## config.mk

```make
export PLATFORM = sky130hd
export DESIGN_NAME = tmds_decode
export DESIGN_NICKNAME = d
export VERILOG_FILES = /design/src/rtl/tmds_decode.sv
export SDC_FILE = /design/constraint.sdc
export NUM_CORES = 1
export LEC_CHECK = 0
export ABC_AREA = 1
export CAP_MARGIN = 20
export CORE_UTILIZATION = 50
export CTS_CLUSTER_DIAMETER = 200
export DETAILED_ROUTE_END_ITERATION = 8
export GPL_TIMING_DRIVEN = 0
export PLACE_DENSITY_LB_ADDON = 0.05
export RECOVER_POWER = 100
export SLEW_MARGIN = 30
export SYNTH_ARGS = -nofsm -noshare
export SYNTH_HDL_FRONTEND = slang
export SYNTH_SLANG_ARGS = --single-unit
```

## constraint.sdc

```tcl
create_clock -name sys_clk -period 1.7 [get_ports sys_clk]
set_input_delay 0.51 -clock sys_clk [delete_from_list [all_inputs] [get_ports sys_clk]]
set_output_delay 0.51 -clock sys_clk [all_outputs]
set_load 0.1 [all_outputs]
```

## src/rtl/tmds_decode.sv

```systemverilog
// Receive-side TMDS channel decoder: recovers the word boundary from control
// tokens (requesting bitslips while searching) and decodes 10-bit symbols.
module tmds_decode #(
   parameter int LOCK_CNT   = 16,
   parameter int SEARCH_TMO = 1024,
   parameter int SLIP_WAIT  = 16,
   parameter int CNT_W      = 11
) (
   input  logic       sys_clk,
   input  logic       sys_rst_n,
   input  logic [9:0] tmds_in,
   output logic       bitslip,
   output logic       locked,
   output logic       de,
   output logic       c0,
   output logic       c1,
   output logic [7:0] data_out,
   output logic       token_err
);

   localparam int TR_W = $clog2(LOCK_CNT + 1);
   localparam int WT_W = $clog2(SLIP_WAIT + 1);
   localparam logic [TR_W-1:0]  TR_LIM  = TR_W'(LOCK_CNT - 1);
   localparam logic [CNT_W-1:0] TMO_LIM = CNT_W'(SEARCH_TMO - 1);
   localparam logic [WT_W-1:0]  WT_LIM  = WT_W'(SLIP_WAIT - 1);

   typedef enum logic [1:0] {
      ST_SEARCH = 2'd0,
      ST_SLIP   = 2'd1,
      ST_WAIT   = 2'd2,
      ST_LOCKED = 2'd3
   } state_t;

   // Returns {is_token, c1, c0}.
   function automatic logic [2:0] tok_detect(input logic [9:0] w);
      logic [2:0] r;
      case (w)
         10'b1101010100: r = 3'b100;
         10'b0010101011: r = 3'b101;
         10'b0101010100: r = 3'b110;
         10'b1010101011: r = 3'b111;
         default:        r = 3'b000;
      endcase
      return r;
   endfunction

   function automatic logic [7:0] tmds_dec(input logic [9:0] w);
      logic [7:0] d;
      logic [7:0] o;
      d    = w[9] ? ~w[7:0] : w[7:0];
      o[0] = d[0];
      for (int i = 1; i < 8; i++) begin
         o[i] = w[8] ? (d[i] ^ d[i-1]) : ~(d[i] ^ d[i-1]);
      end
      return o;
   endfunction

   logic [9:0]       w_r;
   logic             is_tok_r;
   logic [1:0]       tok_r;
   logic [2:0]       det_s;
   logic [7:0]       dec_s;
   state_t           state_r, state_s;
   logic [TR_W-1:0]  tok_run_r, tok_run_s;
   logic [CNT_W-1:0] tmo_r, tmo_s;
   logic [WT_W-1:0]  wcnt_r, wcnt_s;
   logic             bitslip_r, locked_r, de_r, c0_r, c1_r, token_err_r;
   logic [7:0]       data_r;

   assign det_s = tok_detect(tmds_in);
   assign dec_s = tmds_dec(w_r);

   // Stage 1: capture the word and classify it.
   always_ff @(posedge sys_clk or negedge sys_rst_n) begin
      if (!sys_rst_n) begin
         w_r      <= 10'd0;
         is_tok_r <= 1'b0;
         tok_r    <= 2'b00;
      end else begin
         w_r      <= tmds_in;
         is_tok_r <= det_s[2];
         tok_r    <= det_s[1:0];
      end
   end

   // Alignment FSM state and counters.
   always_ff @(posedge sys_clk or negedge sys_rst_n) begin
      if (!sys_rst_n) begin
         state_r   <= ST_SEARCH;
         tok_run_r <= '0;
         tmo_r     <= '0;
         wcnt_r    <= '0;
      end else begin
         state_r   <= state_s;
         tok_run_r <= tok_run_s;
         tmo_r     <= tmo_s;
         wcnt_r    <= wcnt_s;
      end
   end

   // Next state; every limit triggers a transition, so counters never wrap.
   always_comb begin
      state_s   = state_r;
      tok_run_s = tok_run_r;
      tmo_s     = tmo_r;
      wcnt_s    = wcnt_r;
      case (state_r)
         ST_SEARCH: begin
            if (is_tok_r) begin
               tmo_s = '0;
               if (tok_run_r >= TR_LIM) begin
                  state_s   = ST_LOCKED;
                  tok_run_s = '0;
               end else begin
                  tok_run_s = tok_run_r + 1'b1;
               end
            end else begin
               tok_run_s = '0;
               if (tmo_r >= TMO_LIM) begin
                  state_s = ST_SLIP;
                  tmo_s   = '0;
               end else begin
                  tmo_s = tmo_r + 1'b1;
               end
            end
         end
         ST_SLIP: begin
            state_s = ST_WAIT;
            wcnt_s  = '0;
         end
         ST_WAIT: begin
            if (wcnt_r >= WT_LIM) begin
               state_s   = ST_SEARCH;
               wcnt_s    = '0;
               tok_run_s = '0;
               tmo_s     = '0;
            end else begin
               wcnt_s = wcnt_r + 1'b1;
            end
         end
         ST_LOCKED: begin
            if (is_tok_r) begin
               tmo_s = '0;
            end else if (tmo_r >= TMO_LIM) begin
               state_s   = ST_SEARCH;
               tmo_s     = '0;
               tok_run_s = '0;
            end else begin
               tmo_s = tmo_r + 1'b1;
            end
         end
         default: begin
            state_s   = ST_SEARCH;
            tok_run_s = '0;
            tmo_s     = '0;
            wcnt_s    = '0;
         end
      endcase
   end

   // Stage 2: registered outputs, forced quiet while unaligned.
   always_ff @(posedge sys_clk or negedge sys_rst_n) begin
      if (!sys_rst_n) begin
         bitslip_r   <= 1'b0;
         locked_r    <= 1'b0;
         de_r        <= 1'b0;
         c0_r        <= 1'b0;
         c1_r        <= 1'b0;
         data_r      <= 8'h00;
         token_err_r <= 1'b0;
      end else begin
         bitslip_r   <= (state_s == ST_SLIP);
         locked_r    <= (state_r == ST_LOCKED);
         token_err_r <= (state_r == ST_LOCKED) && !is_tok_r && !de_r;
         if (state_r != ST_LOCKED) begin
            de_r   <= 1'b0;
            c0_r   <= 1'b0;
            c1_r   <= 1'b0;
            data_r <= 8'h00;
         end else if (is_tok_r) begin
            de_r   <= 1'b0;
            c1_r   <= tok_r[1];
            c0_r   <= tok_r[0];
            data_r <= 8'h00;
         end else begin
            de_r   <= 1'b1;
            data_r <= dec_s;
         end
      end
   end

   assign bitslip   = bitslip_r;
   assign locked    = locked_r;
   assign de        = de_r;
   assign c0        = c0_r;
   assign c1        = c1_r;
   assign data_out  = data_r;
   assign token_err = token_err_r;

endmodule
```

==> run metrics <==
clock sinks=50; Core Area=4720 um^2; Gate power share=40.6%; CTS tree=done; r2r endpoint=tmo_r[4]; leakage=1.47 nW; Worst R2R Path Depth=9; Critical Path RT=1.90 ns; IO Pins=26; most frequent cell after synthesis=nand2_1; via count=1,818; failing checks=negative setup slack; register-to-register setup slack=-0.07 ns; Clock transition at path regs=0.09 ns; Die Width=72.2 um; RePlAce Congestion=0.845; Int Power=2.22 mW; GRT Util Overall=19.7%; initial antenna violation count=0; CP endpoint=tmo_r[4]; top post-synthesis cells by count=63 x nand2_1, 50 x dfrtp_1, 30 x nor2_1; CP Launch Type=register; worst hold path class=reg -> reg; critical path depth=9; Power, Total=3.62 mW; vias in the first global route=1,723; Max Fclk=564 MHz; Initial Util=52.1%; largest net degree at the start of global routing=51; main flop type after synthesis=dfrtp_1; sequential area share after synthesis=50.8%; Max Root-Sink Buffers=2; wire length of the first global-routing pass=7.77 mm; critical path's top delay family=buffers and inverters; Worst Path Buf+Inv=4; unrepaired setup endpoints after global routing=true; EDFF count, synth=0; Yosys warnings=0; Final Util=64.3%; row count=25; pre-CTS WS=-0.296 ns; crit path max-delay cell type=dfrtp_1; Final Cycle Share=104%; worst slew pin tran=1.21 ns; switching power=1.40 mW; FILL cells=389; fin worst setup slack=-0.0720 ns; H-tree levels=2; Crit path arrival time=1.97 ns; DRT Pass-1 Iters=4; Final Hold Vio Count=0; DRC=0; worst-path fanout max=9; PortBufs=25; Root Buffer=clkbuf_8; Crit path top cell by count=inv_2; Setup-failing EPs final=16; Clk Latency, worst-skew pair=0.30 ns; asr flop ratio synth=100%; worst vdd ir=0.542 mV; Syn Nets=286; Yosys reg bits=50; wire per inst=12.3 um; Mapped Avg Cell Area=9.29 um^2; Worst Path Class, Setup=reg -> reg; GRT overflow=0; clk_skew=0.0105 ns; Max Slew Vio Count=0; Post-Layout Inst Area=3040 um^2; Yosys top cell by area=dfrtp_1; area delta synth->final=23.5%; origin of the worst setup path=state_r[0]; CP endpoint kind=register; Synth Instances=265; diode count=0; switching share of total power=38.6%; hpwl dp=3.03 mm; cts-stage hold buffer count=0; TNS Setup=-0.535 ns; share of cells above drive strength 1=31.0%; synth unique cells=36; PD cells=1190 nW/um^2; Die ar.=5210 um^2; DRT iter0 DRCs=82; final wirelength=4.62 mm; Clock power frac=20.0%; Via density=4.82; Die Height=72.2 um; area share of the largest cell type after synthesis=50.8%; crit path time final=1.77 ns; Final nets=330; Post-DP Area=2800 um^2; post-route antenna net violation count=0; max cap viols=0; reg2reg start=state_r[0]; slew margin rel.=19.3%; status=complete, but fails checks; Inserted Clock Buffers=5; register share of total power=39.4%; worst path cell trace=inv_2 -> ha_1 -> buf_6 -> inv_2 -> o21ai_4 -> buf_12 -> nor3_2 -> xnor2_1 -> nor2_1; Synth Cell Area=2460 um^2; Area contributors post-synth=dfrtp_1 51%, nand2_1 9.6%, ha_1 4.6%; Critical Path Max Stage Delay=0.41 ns
power by group through the flow:
stage	Clock, mW	Combinational, mW	Sequential (mW)
after floorplan	0	0.763	1.49
after CTS	0.740	1.32	1.42
after detailed placement	0	1.07	1.44
final	0.722	1.47	1.43
after global routing	0.798	1.60	1.45
after global placement	0	1.05	1.44
how the worst min path moves through the flow:
stage	from	to	slack, ns	cells after the start
after CTS	sys_rst_n	tmo_r[4]	0.24	1
after detailed placement	de	token_err	0.43	1
after floorplan	sys_rst_n	bitslip	0.21	0
final	de	token_err	0.43	1
after global placement	de	token_err	0.41	1
after global routing	w_r[9]	data_out[0]	0.46	1
worst register-to-register path, stage by stage, from the launching register on:
cell and delay [ns]:
dfrtp_1 0.41, inv_2 0.09, ha_1 0.32, buf_6 0.15
inv_2 0.08, o21ai_4 0.25, buf_12 0.15, nor3_2 0.04
xnor2_1 0.12, nor2_1 0.05
flip-flops by register name (all words and copies together) (netlist names):
| register | cells |
|---|---|
| tmo_r | 11 |
| w_r | 10 |
| data_out | 8 |
| tok_run_r | 5 |
| wcnt_r | 5 |
| state_r | 2 |
| tok_r | 2 |
| bitslip | 1 |
| c0 | 1 |
| c1 | 1 |
| de | 1 |
| is_tok_r | 1 |
| locked | 1 |
| token_err | 1 |
through the flow:
step	hold WS, ns	instances
floorplan	0.214	265
global placement	0.415	357
detailed placement	0.429	357
CTS	0.242	375
global route	0.456	377
finish	0.431	377
layout make-up:
class,count,area [um^2],area share (%)
buffer,2,15.0,0.494
clock buffer,6,82.6,2.72
clock inverter,2,12.5,0.412
inverter,31,121,3.99
multi-input combinational,183,1190,39.1
sequential,50,1250,41.2
tap,67,83.8,2.76
timing repair buffer,36,284,9.35
cell families (layout without fill, tap and decap cells):
group                    after synthesis  in the layout  synth area share (%)
multiplexers                           1              1                 0.458
XOR/XNOR                              10             10                  3.86
buffers and inverters                 33             77                  5.29
flip-flops                            50             50                  50.8
AND/OR/NAND/NOR                      136            137                  27.5
adder cells (fa/ha/maj)                9              9                  4.58
AO/OA/AOI/OAI                         26             26                  7.47
routing by layer:
metal / track usage, % / part of all wire [%]
met5: 0 / 0
met4: 7.19 / 1.4
met3: 4.17 / 2.9
met2: 31.8 / 48
met1: 26.3 / 47
placed cells by master, fill, tap and decap left out, types with 5 or more instances in the layout:
cell           instances
clkbuf_8               6
clkbuf_2               5
dfrtp_1               49
nand2_2                7
inv_1                 25
ha_1                   6
or2_2                  5
nor2_2                 5
nor2_4                 6
nand2_1               58
inv_2                  5
nand2_4                6
nand3_1               11
buf_2                  8
dlygate4sd3_1         10
buf_4                  9
nor2_1                25
o21ai_2                6
a21oi_1                8
what timing repair did:
| action | in CTS | in global routing |
|---|---|---|
| pin swaps | 9 | 6 |
| buffers inserted | 9 | 2 |
| endpoints found under the setup margin | 37 | 33 |
| resized for setup | 73 | 27 |
| cloned | 1 | 0 |
(Power assumes the default switching activity.)
